--- src/rtl/vga_pattern_pkg.sv ---
// vga_pattern_pkg
//   Shared definitions for the VGA test-pattern generator:
//   - mode_e    : pattern select encodings (grid, colour bars, checker, scrolling checker)
//   - CNT_W     : width of the x/y raster counters
//   - DEF_*     : default 640x480@60 timing
//   - bar_index : maps a pixel column to a colour-bar index using constant thresholds
package vga_pattern_pkg;

    localparam int CNT_W = 11;

    typedef enum logic [1:0] {
        MODE_GRID   = 2'd0,
        MODE_BARS   = 2'd1,
        MODE_CHECK  = 2'd2,
        MODE_SCROLL = 2'd3
    } mode_e;

    localparam int DEF_H_ACTIVE = 640;
    localparam int DEF_H_FP     = 16;
    localparam int DEF_H_SYNC   = 96;
    localparam int DEF_H_BP     = 48;
    localparam int DEF_V_ACTIVE = 480;
    localparam int DEF_V_FP     = 10;
    localparam int DEF_V_SYNC   = 2;
    localparam int DEF_V_BP     = 33;

    // Bar b covers k*h_active/8 <= x < (k+1)*h_active/8. h_active is always an
    // elaboration-time constant, so this reduces to seven constant comparators.
    function automatic logic [2:0] bar_index(input logic [CNT_W-1:0] x, input int h_active);
        logic [2:0] bar;
        bar = 3'd0;
        for (int k = 1; k < 8; k++) begin
            if (x >= CNT_W'((k * h_active) / 8)) begin
                bar = 3'(k);
            end
        end
        return bar;
    endfunction

endpackage

--- src/rtl/vga_sync_counter.sv ---
// vga_sync_counter
//   Free-running raster counters for a programmable VGA timing.
//   Ports:
//     clk, rst_n   : pixel clock, asynchronous active-low reset
//     x, y         : current pixel column / line (CNT_W bits, registered)
//     active       : x,y lies inside the visible area
//     hsync_raw    : x inside the hsync pulse window (active-high, unpolarised)
//     vsync_raw    : y inside the vsync pulse window (active-high, unpolarised)
//     frame_first  : counters sit at (0,0)
//     frame_last   : counters sit at (H_TOTAL-1, V_TOTAL-1)
module vga_sync_counter
    import vga_pattern_pkg::*;
#(
    parameter int H_ACTIVE = DEF_H_ACTIVE,
    parameter int H_FP     = DEF_H_FP,
    parameter int H_SYNC   = DEF_H_SYNC,
    parameter int H_BP     = DEF_H_BP,
    parameter int V_ACTIVE = DEF_V_ACTIVE,
    parameter int V_FP     = DEF_V_FP,
    parameter int V_SYNC   = DEF_V_SYNC,
    parameter int V_BP     = DEF_V_BP
) (
    input  logic             clk,
    input  logic             rst_n,
    output logic [CNT_W-1:0] x,
    output logic [CNT_W-1:0] y,
    output logic             active,
    output logic             hsync_raw,
    output logic             vsync_raw,
    output logic             frame_first,
    output logic             frame_last
);

    localparam int H_TOTAL = H_ACTIVE + H_FP + H_SYNC + H_BP;
    localparam int V_TOTAL = V_ACTIVE + V_FP + V_SYNC + V_BP;

    localparam logic [CNT_W-1:0] H_LAST     = CNT_W'(H_TOTAL - 1);
    localparam logic [CNT_W-1:0] V_LAST     = CNT_W'(V_TOTAL - 1);
    localparam logic [CNT_W-1:0] H_VIS      = CNT_W'(H_ACTIVE);
    localparam logic [CNT_W-1:0] V_VIS      = CNT_W'(V_ACTIVE);
    localparam logic [CNT_W-1:0] HS_START   = CNT_W'(H_ACTIVE + H_FP);
    localparam logic [CNT_W-1:0] HS_END     = CNT_W'(H_ACTIVE + H_FP + H_SYNC);
    localparam logic [CNT_W-1:0] VS_START   = CNT_W'(V_ACTIVE + V_FP);
    localparam logic [CNT_W-1:0] VS_END     = CNT_W'(V_ACTIVE + V_FP + V_SYNC);
    localparam logic [CNT_W-1:0] CNT_ZERO   = {CNT_W{1'b0}};
    localparam logic [CNT_W-1:0] CNT_ONE    = CNT_W'(1);

    logic [CNT_W-1:0] x_r;
    logic [CNT_W-1:0] y_r;

    // Raster counters: x wraps every line, y advances on each x wrap.
    always_ff @(posedge clk or negedge rst_n) begin
        if (!rst_n) begin
            x_r <= CNT_ZERO;
            y_r <= CNT_ZERO;
        end else if (x_r == H_LAST) begin
            x_r <= CNT_ZERO;
            if (y_r == V_LAST) begin
                y_r <= CNT_ZERO;
            end else begin
                y_r <= y_r + CNT_ONE;
            end
        end else begin
            x_r <= x_r + CNT_ONE;
        end
    end

    assign x           = x_r;
    assign y           = y_r;
    assign active      = (x_r < H_VIS) && (y_r < V_VIS);
    assign hsync_raw   = (x_r >= HS_START) && (x_r < HS_END);
    assign vsync_raw   = (y_r >= VS_START) && (y_r < VS_END);
    assign frame_first = (x_r == CNT_ZERO) && (y_r == CNT_ZERO);
    assign frame_last  = (x_r == H_LAST) && (y_r == V_LAST);

endmodule

--- src/rtl/vga_pattern_gen.sv ---
// vga_pattern_gen
//   VGA test-pattern generator with its own programmable timing.
//   Ports:
//     CLK_PIXEL, RESET_N  : pixel clock, asynchronous active-low reset
//     MODE                : pattern select (grid / colour bars / checker / scrolling checker),
//                           latched only at pixel (0,0) so frames are never torn
//     VGA_RED/GREEN/BLUE  : registered colour channels, COLOR_BITS each, zero in blanking
//     VGA_HSYNC/VGA_VSYNC : registered syncs, polarity from SYNC_ACTIVE_HIGH
//     FRAME_START         : one-cycle pulse together with the first active pixel at the outputs
//     FRAME_COUNT         : completed-frame counter, wraps 255 -> 0
//   Build option: define VGA_PATTERN_BORDER_EN to overlay a 1-pixel white border on
//   the edge of the visible area.
module vga_pattern_gen
    import vga_pattern_pkg::*;
#(
    parameter int COLOR_BITS       = 1,
    parameter int H_ACTIVE         = DEF_H_ACTIVE,
    parameter int H_FP             = DEF_H_FP,
    parameter int H_SYNC           = DEF_H_SYNC,
    parameter int H_BP             = DEF_H_BP,
    parameter int V_ACTIVE         = DEF_V_ACTIVE,
    parameter int V_FP             = DEF_V_FP,
    parameter int V_SYNC           = DEF_V_SYNC,
    parameter int V_BP             = DEF_V_BP,
    parameter int SYNC_ACTIVE_HIGH = 0,
    parameter int CELL_LOG2        = 3
) (
    input  logic                  CLK_PIXEL,
    input  logic                  RESET_N,
    input  logic [1:0]            MODE,
    output logic [COLOR_BITS-1:0] VGA_RED,
    output logic [COLOR_BITS-1:0] VGA_GREEN,
    output logic [COLOR_BITS-1:0] VGA_BLUE,
    output logic                  VGA_HSYNC,
    output logic                  VGA_VSYNC,
    output logic                  FRAME_START,
    output logic [7:0]            FRAME_COUNT
);

    // Idle sync level; XOR with the raw pulse yields the polarised sync.
    localparam logic SYNC_IDLE = (SYNC_ACTIVE_HIGH != 0) ? 1'b0 : 1'b1;
    localparam logic [COLOR_BITS-1:0] CH_ON  = {COLOR_BITS{1'b1}};
    localparam logic [COLOR_BITS-1:0] CH_OFF = {COLOR_BITS{1'b0}};
    localparam logic [CELL_LOG2-1:0]  CELL_ZERO = {CELL_LOG2{1'b0}};

    logic [CNT_W-1:0] x_s;
    logic [CNT_W-1:0] y_s;
    logic [CNT_W-1:0] x_scroll_s;
    logic             active_s;
    logic             hsync_raw_s;
    logic             vsync_raw_s;
    logic             frame_first_s;
    logic             frame_last_s;

    mode_e            mode_q_r;
    mode_e            mode_eff_s;
    logic [7:0]       frame_count_r;
    logic [2:0]       bar_s;
    logic             pat_r_s;
    logic             pat_g_s;
    logic             pat_b_s;
    logic             border_s;

    logic [COLOR_BITS-1:0] red_next_s;
    logic [COLOR_BITS-1:0] green_next_s;
    logic [COLOR_BITS-1:0] blue_next_s;
    logic                  hsync_next_s;
    logic                  vsync_next_s;

    logic [COLOR_BITS-1:0] red_r;
    logic [COLOR_BITS-1:0] green_r;
    logic [COLOR_BITS-1:0] blue_r;
    logic                  hsync_r;
    logic                  vsync_r;
    logic                  frame_start_r;

    logic                  unused_bits_s;

    vga_sync_counter #(
        .H_ACTIVE (H_ACTIVE),
        .H_FP     (H_FP),
        .H_SYNC   (H_SYNC),
        .H_BP     (H_BP),
        .V_ACTIVE (V_ACTIVE),
        .V_FP     (V_FP),
        .V_SYNC   (V_SYNC),
        .V_BP     (V_BP)
    ) u_sync (
        .clk         (CLK_PIXEL),
        .rst_n       (RESET_N),
        .x           (x_s),
        .y           (y_s),
        .active      (active_s),
        .hsync_raw   (hsync_raw_s),
        .vsync_raw   (vsync_raw_s),
        .frame_first (frame_first_s),
        .frame_last  (frame_last_s)
    );

    // Mode latch and frame counter. The latch loads at (0,0) only.
    always_ff @(posedge CLK_PIXEL or negedge RESET_N) begin
        if (!RESET_N) begin
            mode_q_r      <= MODE_GRID;
            frame_count_r <= 8'd0;
        end else begin
            if (frame_first_s) begin
                mode_q_r <= mode_e'(MODE);
            end
            if (frame_last_s) begin
                frame_count_r <= frame_count_r + 8'd1;
            end
        end
    end

    // Pixel (0,0) is rendered in the same cycle the latch loads, so it must
    // already see the incoming MODE; otherwise the first pixel of each frame
    // would belong to the previous mode.
    assign mode_eff_s = frame_first_s ? mode_e'(MODE) : mode_q_r;

    // Scrolling x wraps modulo 2^CNT_W by construction.
    assign x_scroll_s = x_s + {{(CNT_W-8){1'b0}}, frame_count_r};
    assign bar_s      = bar_index(x_s, H_ACTIVE);

`ifdef VGA_PATTERN_BORDER_EN
    localparam logic [CNT_W-1:0] X_EDGE = CNT_W'(H_ACTIVE - 1);
    localparam logic [CNT_W-1:0] Y_EDGE = CNT_W'(V_ACTIVE - 1);
    assign border_s = (x_s == {CNT_W{1'b0}}) || (x_s == X_EDGE) ||
                      (y_s == {CNT_W{1'b0}}) || (y_s == Y_EDGE);
`else
    assign border_s = 1'b0;
`endif

    // Pattern select: per-channel on/off for the current pixel before blanking.
    always_comb begin
        pat_r_s = 1'b0;
        pat_g_s = 1'b0;
        pat_b_s = 1'b0;
        case (mode_eff_s)
            MODE_GRID: begin
                pat_r_s = (x_s[CELL_LOG2-1:0] == CELL_ZERO) || (y_s[CELL_LOG2-1:0] == CELL_ZERO);
                pat_g_s = y_s[CELL_LOG2+1];
                pat_b_s = x_s[CELL_LOG2+1];
            end
            MODE_BARS: begin
                pat_r_s = bar_s[2];
                pat_g_s = bar_s[1];
                pat_b_s = bar_s[0];
            end
            MODE_CHECK: begin
                pat_r_s = x_s[CELL_LOG2] ^ y_s[CELL_LOG2];
                pat_g_s = pat_r_s;
                pat_b_s = pat_r_s;
            end
            MODE_SCROLL: begin
                pat_r_s = x_scroll_s[CELL_LOG2] ^ y_s[CELL_LOG2];
                pat_g_s = pat_r_s;
                pat_b_s = pat_r_s;
            end
            default: begin
                pat_r_s = 1'b0;
                pat_g_s = 1'b0;
                pat_b_s = 1'b0;
            end
        endcase
    end

    // Blanking forces black; the border (when built in) overrides the pattern.
    assign red_next_s   = (active_s && (pat_r_s || border_s)) ? CH_ON : CH_OFF;
    assign green_next_s = (active_s && (pat_g_s || border_s)) ? CH_ON : CH_OFF;
    assign blue_next_s  = (active_s && (pat_b_s || border_s)) ? CH_ON : CH_OFF;
    assign hsync_next_s = hsync_raw_s ^ SYNC_IDLE;
    assign vsync_next_s = vsync_raw_s ^ SYNC_IDLE;

    // Output stage: everything registered from one counter state to stay aligned.
    always_ff @(posedge CLK_PIXEL or negedge RESET_N) begin
        if (!RESET_N) begin
            red_r         <= CH_OFF;
            green_r       <= CH_OFF;
            blue_r        <= CH_OFF;
            hsync_r       <= SYNC_IDLE;
            vsync_r       <= SYNC_IDLE;
            frame_start_r <= 1'b0;
        end else begin
            red_r         <= red_next_s;
            green_r       <= green_next_s;
            blue_r        <= blue_next_s;
            hsync_r       <= hsync_next_s;
            vsync_r       <= vsync_next_s;
            frame_start_r <= frame_first_s;
        end
    end

    assign VGA_RED     = red_r;
    assign VGA_GREEN   = green_r;
    assign VGA_BLUE    = blue_r;
    assign VGA_HSYNC   = hsync_r;
    assign VGA_VSYNC   = vsync_r;
    assign FRAME_START = frame_start_r;
    assign FRAME_COUNT = frame_count_r;

    // Only a few bits of these vectors feed the pattern logic.
    assign unused_bits_s = ^{x_scroll_s, y_s};

endmodule

--- config.mk ---
export PLATFORM = sky130hd
export DESIGN_NAME = vga_pattern_gen
export DESIGN_NICKNAME = d
export VERILOG_FILES = /design/src/rtl/vga_pattern_pkg.sv /design/src/rtl/vga_sync_counter.sv /design/src/rtl/vga_pattern_gen.sv
export SDC_FILE = /design/constraint.sdc
export NUM_CORES = 1
export LEC_CHECK = 0
export BUFFER_PORTS_ARGS = -buffer_cell sky130_fd_sc_hd__buf_2
export CAP_MARGIN = 20
export CORE_MARGIN = 5
export CORE_UTILIZATION = 55
export CTS_BUF_LIST = sky130_fd_sc_hd__clkbuf_2 sky130_fd_sc_hd__clkbuf_4 sky130_fd_sc_hd__clkbuf_8
export CTS_CLUSTER_DIAMETER = 30
export DETAILED_ROUTE_END_ITERATION = 10
export PLACE_DENSITY_LB_ADDON = 0.25
export SLEW_MARGIN = 10
export SYNTH_ARGS = -nofsm -noshare
export SYNTH_HDL_FRONTEND = slang
export SYNTH_SLANG_ARGS = --single-unit
export TNS_END_PERCENT = 1
--- constraint.sdc ---
create_clock -name CLK_PIXEL -period 1.93 [get_ports CLK_PIXEL]
set_input_delay 0.193 -clock CLK_PIXEL [delete_from_list [all_inputs] [get_ports CLK_PIXEL]]
set_output_delay 0.193 -clock CLK_PIXEL [all_outputs]
set_load 0.1 [all_outputs]
; After elaboration in Yosys (flattened, before gate mapping)
; Index checks and enable logic that the tools add are counted.
[op_classes]
bitwise = 4
n_reduce_logical = 14
n_mux = 16
addsub = 4
eq_ne = 5
order_cmp = 13
[ops]
columns = op, count
row1 = greater-or-equal comparator 11 x 9 -> 1 bit (second input constant), 4
row2 = adder 11 x 1 -> 11 bit (second input constant), 2
row3 = equality test 11 x 10 -> 1 bit (second input constant), 2
row4 = greater-or-equal comparator 11 x 10 -> 1 bit (second input constant), 2
row5 = greater-or-equal comparator 11 x 8 -> 1 bit (second input constant), 2
row6 = logical NOT 11 bit, 2
row7 = < comparator 11 x 10 -> 1 bit (second input constant), 2
row8 = < comparator 11 x 9 -> 1 bit (second input constant), 2
row9 = 2-to-1 mux 11 bit, 2
row10 = 2-to-1 mux 3 bit, 4
row11 = one-hot mux 1 bit (4 select lines), 3
row12 = greater-or-equal comparator 11 x 7 -> 1 bit (second input constant), 1
row13 = adder 8 x 1 -> 8 bit (second input constant), 1
row14 = logical AND 1 bit, 8
row15 = logical NOT 3 bit, 2
row16 = 2-to-1 mux 2 bit, 3
row17 = adder 4 bit, 1
row18 = equality test 2 bit (second input constant), 2
row19 = 2-to-1 mux 1 bit, 4
row20 = equality test 2 x 1 -> 1 bit (second input constant), 1
row21 = logical NOT 2 bit, 1
row22 = NOT 1 bit, 2
row23 = bitwise XOR 1 bit, 2
row24 = logical OR 1 bit, 1
[totals]
reg_bits = 38
wordCells = 66
input_bits = 4
output_inout_bits = 14

; Logic depth before layout (Yosys ltp)
; Gate-level depths: netlist (run 1).
[depth]
depth_word = 11
depth_mapped = 9
depth_no_buf = 9

; Modules after synthesis
; Synthesis (run 1) repeated with hierarchy kept, for this count alone.
[hier_totals]
hier_cells = 202
hier_area_um2 = 2045.7
[by_module_without_submodules]
columns = mod, seq_area_each_um2, n_inst, area_each_um2, cells_each
row1 = vga_sync_counter, 550.5, 1, 1188.6, 121
row2 = vga_pattern_gen, 402.9, 1, 857.1, 81

; Worst setup path after synthesis (run 1)
; OpenSTA, ideal clock, no wires.
[synth_path]
path_kind = reg-to-reg
startpoint = reg frame_count_r[1], in the netlist FRAME_COUNT[1]
endpoint = reg red_r, in the netlist VGA_RED
arrival_ns = 2.349
stages_incl_launch_ff = 8
synth_period_minus_slack_ns = 2.499
path_buffers = 0
required_time_ns = 1.780
path_slack_ns = -0.569
setup_ns = 0.150
path_cell_list = dfrtp_1 > ha_1 > a31o_2 > a21oi_1 > xor2_1 > a21boi_2 > o31ai_2 > a311oi_2
[synth_between]
elab_chain_cells = 5
[synth_lines]
columns = element, line_no
row1 = from (decl), vga_pattern_gen.sv:57  ; logic [7:0] frame_count_r;
row2 = from (signal assigned), vga_pattern_gen.sv:110  ; frame_count_r <= frame_count_r + 8'd1;
row3 = adder 4 bit, vga_pattern_gen.sv:121  ; assign x_scroll_s = x_s + {{(CNT_W-8){1'b0}}, frame_count_r};
row4 = bitwise XOR 1 bit, vga_pattern_gen.sv:155  ; pat_r_s = x_scroll_s[CELL_LOG2] ^ y_s[CELL_LOG2];
row5 = one-hot mux 1 bit (4 select lines), vga_pattern_gen.sv:138  ; case (mode_eff_s)
row6 = logical AND 1 bit, vga_pattern_gen.sv:168  ; assign red_next_s = (active_s && (pat_r_s || border_s)) ? CH_ON : CH_OFF;
row7 = 2-to-1 mux 1 bit, vga_pattern_gen.sv:168
row8 = via red_next_s, vga_pattern_gen.sv:64  ; logic [COLOR_BITS-1:0] red_next_s;
row9 = to (signal assigned), vga_pattern_gen.sv:184  ; red_r <= red_next_s;
row10 = to (decl), vga_pattern_gen.sv:70  ; logic [COLOR_BITS-1:0] red_r;
; The timed path passes the listed nets, and every way through them passes these cells.
; A chain may end at the register's enable or synchronous reset.

; Final worst setup path (run 1)
[layout_path]
startpoint = reg u_sync.y_r[7], in the netlist u_sync.y[7]
endpoint = reg red_r, in the netlist VGA_RED
[layout_between]
elab_chain_cells = 7
word_cells_on_any_way = 12
cone_classes = 1 x order compare / 3 x eq/ne / 3 x mux / 5 x reduce/logical
[layout_lines]
columns = element, line_no
row1 = from (decl), vga_sync_counter.sv:49  ; logic [CNT_W-1:0] y_r;
row2 = from (signal assigned), vga_sync_counter.sv:61  ; y_r <= y_r + CNT_ONE;
row3 = logical NOT 11 bit, vga_sync_counter.sv:73  ; assign frame_first = (x_r == CNT_ZERO) && (y_r == CNT_ZERO);
row4 = logical AND 1 bit, vga_sync_counter.sv:73
row5 = 2-to-1 mux 2 bit, vga_pattern_gen.sv:118  ; assign mode_eff_s = frame_first_s ? mode_e'(MODE) : mode_q_r;
row6 = "equality test 2 bit, or another cell as far along", vga_pattern_gen.sv:138
row7 = one-hot mux 1 bit (4 select lines), vga_pattern_gen.sv:138
row8 = logical AND 1 bit *, vga_pattern_gen.sv:168
row9 = 2-to-1 mux 1 bit *, vga_pattern_gen.sv:168
row10 = via red_next_s, vga_pattern_gen.sv:64
; The timed path passes the listed nets; every way through them passes the cells marked *.

==> results_dict.tcl, run 1 <==
set metrics [dict create \
    outcome "complete, but fails checks" \
    violations "setup timing" \
    grt_pass1_wl_um 8520 \
    postSynthCellCount 210 \
    path_clk_slew_ps 80 \
    nets 283 \
    fin_ws_ps -152 \
    h-tree-depth 2 \
    ant_nets 0 \
    routedWlPerCell_um 15.5 \
    io_pins 18 \
    grtUsageTotal_pct 20.8 \
    wl_met3_um 244 \
    mostFrequentLayoutCells "buf_4 (46), dfrtp_1 (33), nor2_1 (21)" \
    critPathTopFamily "simple AND/OR/NAND/NOR gates" \
    gp_congestion 0.820 \
    floorplan.initialDensity_pct 57.5 \
    synth_seq_cells 38 \
    drc 0 \
    grt_max_degree 25 \
    relSlewSlack_pct 67.2 \
    crit_chain "nor4_4, nand4_1, or3_4, buf_4, a21boi_2, o31ai_2, a311oi_2" \
    crit_required_ps 2120 \
    crit_fanout 3 \
    slowest_delay_ps 430 \
    die_h_um 72.1 \
    final-setup-viol-count 7 \
    cts_tree "done" \
    core_sq_mm 0.00369 \
    post-route-period-util_pct 108 \
    clock-sinks 38 \
    synth_area_per_cell_sq_um 10.1 \
    clock-root-buffer "clkbuf_8" \
    antenna_cells 0 \
    path_buf_inv 1 \
    leakage_nw 1.35 \
    worstSetupEndpointType "register" \
    yosysWarnings 0 \
    die_w_um 72.1 \
    dp_cells 311 \
    synth_fp_nets 221 \
    yosysSeqAreaShare_pct 45.0 \
    syn_to_final_growth_pct 31.7 \
    critPathKind "reg -> reg" \
    layout-drive-gt1-share_pct 39.2 \
    layout_commonest_cell "buf_4" \
    arrival_ps 2270 \
    met1_length_um 2080 \
    clock_path_buffers 2 \
    place_hpwl_um 3720 \
    rows 22 \
    grt.overflow.total 0 \
    synth.lib_cells_used.distinct 51 \
    slew_viol_final 0 \
    dieArea_sq_mm 0.00520 \
    dr_wl_met2_um 2620 \
    maxCapViolCount 0 \
    rsz0062_at_grt "true" \
    max_freq_mhz 480 \
    p_per_area_mw_per_mm2 607 \
    maxUsedRoutingLayer "met4" \
    finalWirelength_um 4980 \
    hp-class "in -> reg" \
    drtPass1Iterations 4 \
    min_period_ps 2080 \
    vias 1771 \
    clock_latency_ps 290 \
    stdcell_count 321 \
    avgViaCountPerCell 5.52 \
    critPathSlowestCell "or3_4" \
    clock_skew_ps 6.52 \
    finalHoldViolations 0 \
    syn-cell-area_sq_mm 0.00212 \
    drt_iter0_drc 116 \
    tightestPinTransition_ps 495 \
    vdd.ir_drop.worst_uv 632 \
    start_kind "register" \
    port_buffers 17 \
    fin_tns_setup_ps -553 \
    cts_buffers 5 \
    grt_antenna_before_repair 0 \
    grt_pass1_vias 1835 \
]
[stage by stage]
step	hold slack (ps)	setup slack (ps)	utilization, %	total power, mW	instance area (sq um)
5_1_grt	234	-274	75.7	1.76	2790
2_1_floorplan	-103	-49.3	-	0.860	2190
6_report	220	-152	75.7	1.70	2790
3_5_place_dp	119	-154	71.1	0.891	2620
3_3_place_gp	106	-50.0	71.1	0.889	2620
4_1_cts	210	-164	75.2	1.71	2770
[worst paths after layout]
check / from / endpoint / slack [ps] / cells past startpoint
max: u_sync.y[7]$_DFFE_PN0N_ / VGA_RED$_DFF_PN0_ / -150 / 7
min: MODE[1] / mode_q_r[1]$_DFF_PN0_ / 220 / 3
max reg2reg: u_sync.y[7]$_DFFE_PN0N_ / VGA_RED$_DFF_PN0_ / -150 / 7
min reg2reg: FRAME_COUNT[4]$_DFFE_PN0P_ / FRAME_COUNT[4]$_DFFE_PN0P_ / 500 / 1
max in group asynchronous: RESET_N / VGA_HSYNC$_DFF_PN1_ / 920 / 3
min in group asynchronous: RESET_N / u_sync.y[10]$_DFFE_PN0N_ / 330 / 2
[cell families (layout without fill, tap and decap cells)]
kind of cell	Yosys count	after routing	synth area share (%)
adder cells (fa/ha/maj)	7	7	4.13
flip-flops	38	38	45.0
XOR/XNOR	24	24	9.91
multiplexers	5	5	2.42
AND/OR/NAND/NOR	88	88	24.9
buffers and inverters	17	80	3.78
AO/OA/AOI/OAI	31	31	9.91
[final cells by class]
type	instances	area (sq um)
Multi-Input combinational cell	155	1170
Sequential cell	38	960
Fill cell	254	895
Timing Repair Buffer	64	440
Clock buffer	5	68.8
Clock inverter	3	68.8
Tap cell	48	60.1
Inverter	8	30.0
[tightest hold or removal path, stage by stage]
cell	delay, ps
buf_2	80
mux2i_2	70
inv_2	120
[flip-flops by register name, summed over array words and instances (netlist names)]
signal       cells
FRAME_START      1
VGA_BLUE         1
VGA_RED          1
VGA_GREEN        1
VGA_VSYNC        1
FRAME_COUNT      8
mode_q_r         2
u_sync.x        11
VGA_HSYNC        1
u_sync.y        11
[power by group]
part / internal, mW / switching, mW
Sequential: 0.801 / 0.00224
Clock: 0.518 / 0.301
Combinational: 0.0168 / 0.0565
Total: 1.34 / 0.360
[metal layers]
metal  vias to the layer above  global-route usage, %
met3                         4                   3.60
li1                        865                      -
met4                         0                   5.85
met1                       859                   25.3
met2                        43                   37.5
met5                         -                      0
[cells in the mapped netlist (all sizes together)]
cell | count | area, sq um
o31ai | 2 | 20.0
and4 | 1 | 10.0
nor4 | 3 | 48.8
nor2b | 2 | 12.5
dfrtp | 36 | 901
a311oi | 1 | 15.0
mux2i | 4 | 40.0
nor2 | 23 | 103
a31o | 1 | 8.76
a21boi | 2 | 18.8
nand2 | 14 | 52.6
a311o | 1 | 10.0
xor2 | 11 | 96.3
nor3 | 5 | 25.0
o21a | 1 | 7.51
inv | 8 | 30.0
xnor2 | 13 | 114
a31oi | 1 | 6.26
dfstp | 2 | 52.6
nand3 | 6 | 30.0
a2111oi | 1 | 10.0
and2b | 2 | 17.5
a211oi | 2 | 15.0
or3 | 2 | 17.5
nand4 | 15 | 93.8
and3 | 4 | 30.0
a22oi | 1 | 7.51
clkbuf | 5 | 31.3
mux2 | 1 | 11.3
nand2b | 3 | 18.8
a21oi | 10 | 50.1
ha | 7 | 87.6
and2 | 1 | 6.26
nand3b | 1 | 7.51
or2 | 2 | 12.5
buf | 4 | 18.8
nor4b | 2 | 17.5
o22ai | 1 | 6.26
or4 | 1 | 11.3
o21ai | 7 | 35.0
or4b | 1 | 13.8
[timing repair]
item	in CTS	in global routing
hold buffers	1	0
endpoints found under the hold margin	14	0
resized for setup	1	5
setup buffers	0	1
setup endpoints to repair	12	17
pin swaps	7	3
(Power assumes the default switching activity.)
==> run 2, diff against run 1 <==
--- a/config.mk
+++ b/config.mk
@@ -5,14 +5,15 @@
 export SDC_FILE = /design/constraint.sdc
 export NUM_CORES = 1
 export LEC_CHECK = 0
+export ABC_AREA = 1
 export BUFFER_PORTS_ARGS = -buffer_cell sky130_fd_sc_hd__buf_2
 export CAP_MARGIN = 20
 export CORE_MARGIN = 5
-export CORE_UTILIZATION = 55
+export CORE_UTILIZATION = 56
 export CTS_BUF_LIST = sky130_fd_sc_hd__clkbuf_2 sky130_fd_sc_hd__clkbuf_4 sky130_fd_sc_hd__clkbuf_8
 export CTS_CLUSTER_DIAMETER = 30
 export DETAILED_ROUTE_END_ITERATION = 10
-export PLACE_DENSITY_LB_ADDON = 0.25
+export PLACE_DENSITY_LB_ADDON = 0.08
 export SLEW_MARGIN = 10
 export SYNTH_ARGS = -nofsm -noshare
 export SYNTH_HDL_FRONTEND = slang
==> run 2 against run 1 <==
Compared with the run above: the run now ends clean; die area increased by 8.9%; critical path depth increased by 7; sequential power about the same; cell area decreased by 4.9%.
==> results_dict.tcl, run 2 <==
set metrics [dict create \
    outcome "complete, no violations" \
    mostFrequentLayoutCells "nand2_1 (60), inv_1 (38), dfrtp_1 (34)" \
    synth_area_per_cell_sq_um 7.92 \
    slew_viol_final 0 \
    slowest_delay_ps 400 \
    core_sq_mm 0.00406 \
    power.total_mw 1.42 \
    io_pins 18 \
    ant_nets 0 \
    fill_cells 355 \
    gp_congestion 0.876 \
    place_hpwl_um 3920 \
    post-route-period-util_pct 91.6 \
    die_h_um 75.2 \
    netlist.area_leader.share_pct 37.8 \
    layout-drive-gt1-share_pct 23.1 \
    postSynthCellCount 301 \
    clock-sinks 38 \
    fin_tns_setup_ps 0 \
    syn_to_final_growth_pct 11.5 \
    path_clk_slew_ps 70 \
    worstSetupEndpointType "register" \
    vdd.ir_drop.worst_uv 399 \
    synth_flop_cell "dfrtp_1" \
    grtUsageTotal_pct 20.1 \
    floorplan.initialDensity_pct 58.7 \
    leakage_nw 1.44 \
    rsz0062_at_grt "true" \
    min_period_ps 1770 \
    start_kind "register" \
    synth_seq_cells 38 \
    tightestPinTransition_ps 561 \
    yosys-top-cells-count "nand2_1 (61), inv_1 (40), dfrtp_1 (36)" \
    max_freq_mhz 565 \
    crit_top_cell "nand2_2" \
    crit_required_ps 2140 \
    layout_commonest_cell "nand2_1" \
    maxCapViolCount 0 \
    yosysSeqAreaShare_pct 40.0 \
    arrival_ps 1980 \
    path_buf_inv 2 \
    synth_fp_nets 312 \
    dieArea_sq_mm 0.00566 \
    drt_iter0_drc 104 \
    crit_fanout 5 \
    ys_async_sr_fraction_pct 100 \
    avgViaCountPerCell 5.15 \
    vias 1951 \
    yosysMostFrequentCell "nand2_1" \
    rows 23 \
    critPathKind "reg -> reg" \
    yosysWarnings 0 \
    grt_antenna_before_repair 0 \
    grt_pass1_vias 1890 \
    finalHoldViolations 0 \
    relSlewSlack_pct 62.3 \
    crit_chain "inv_2, ha_2, inv_1, nor2_1, nand2_1, nor2_4, nand3_2, nand2_2, nand2_2, nand2_2, nand3_1, nand2_2, nand2_1, nor2_1" \
    synth-edff-count 0 \
    routedWlPerCell_um 13.0 \
    grt.overflow.total 0 \
    antenna_cells 0 \
    critPathSlowestCell "dfrtp_1" \
    cts_tree "done" \
    clock_latency_ps 280 \
    cts_buffers 5 \
    die_w_um 75.2 \
    h-tree-depth 2 \
    clock-root-buffer "clkbuf_8" \
    drtPass1Iterations 4 \
    grt_max_degree 25 \
    port_buffers 17 \
    critPathTopFamily "simple AND/OR/NAND/NOR gates" \
    hp-class "in -> reg" \
    final-setup-viol-count 0 \
    grt_pass1_wl_um 8490 \
    finalWirelength_um 4930 \
    synth_area_leaders "dfrtp_1 (38%), nand2_1 (9.6%), inv_1 (6.3%)" \
    nets 339 \
    clock_skew_ps 4.85 \
    synth_top_area_cell "dfrtp_1" \
    syn-cell-area_sq_mm 0.00238 \
    p_per_area_mw_per_mm2 534 \
    reg2reg_slack_ps 160 \
    drc 0 \
    synth.lib_cells_used.distinct 36 \
    clock_path_buffers 2 \
]
run 2: logic make-up (layout without fill, tap and decap cells):
family,after synthesis,count (layout),synth area share [%]
simple gates,158,158,34.9
buf+inv,54,82,9.24
flops,38,38,40.0
compound gates,29,29,6.67
xor+xnor,15,15,5.51
fa+ha+maj,7,7,3.67
run 2: what timing repair did:
| item | in CTS | in global routing |
|---|---|---|
| endpoints found under the setup margin | 0 | 3 |
| gates resized for setup | 0 | 8 |
| hold buffers | 1 | 0 |
| endpoints found under the hold margin | 21 | 0 |
| setup buffers | 0 | 1 |
run 2: final timing paths:
check | from | endpoint | cells past startpoint
worst max-delay path | u_sync.x[0]$_DFF_PN0_ | VGA_GREEN$_DFF_PN0_ | 14
worst min-delay path | MODE[1] | mode_q_r[1]$_DFF_PN0_ | 3
worst max register to register | u_sync.x[0]$_DFF_PN0_ | VGA_GREEN$_DFF_PN0_ | 14
worst min register to register | FRAME_COUNT[7]$_DFFE_PN0P_ | FRAME_COUNT[7]$_DFFE_PN0P_ | 1
max in group asynchronous | RESET_N | VGA_VSYNC$_DFF_PN1_ | 3
min in group asynchronous | RESET_N | FRAME_COUNT[5]$_DFFE_PN0P_ | 2
run 2: cell type report:
cell class              count  area, sq um  area share, %
multi-input cells         209         1230           46.3
flip-flops and latches     38          956           36.0
inverters                  52          198           7.44
repair buffers             22          125           4.71
clock buffers               6         76.3           2.87
well taps                  50         62.6           2.35
clock inverters             2         10.0          0.377
run 2: per-layer routing:
layer	vias up	track usage, %	routed length [um]
met1	902	26.0	2220
met4	0	5.83	40
met3	4	4.14	197
met2	36	33.9	2480
met5	-	0	0
li1	1009	-	-
run 2: where the power goes:
group	internal, mW	total, mW	switching [mW]
registers	0.802	0.805	0.00259
logic	0.0176	0.0829	0.0653
clock network	0.264	0.532	0.268
total	1.08	1.42	0.336
run 2: tightest hold or removal path, cell delays in order:
cell	delay, ps
buf_2	100
nand4_1	90
nand2_2	100
run 2: per-stage QoR:
step,std cells,utilization (%),hold slack (ps),area [sq um],setup WS (ps)
after floorplan,301,-,-103,2390,35.4
after global placement,369,62.4,198,2530,131
after detailed placement,369,62.4,199,2530,84.2
after CTS,378,64.8,252,2630,53.8
after global routing,379,65.5,268,2660,-20.2
final,379,65.5,273,2660,161
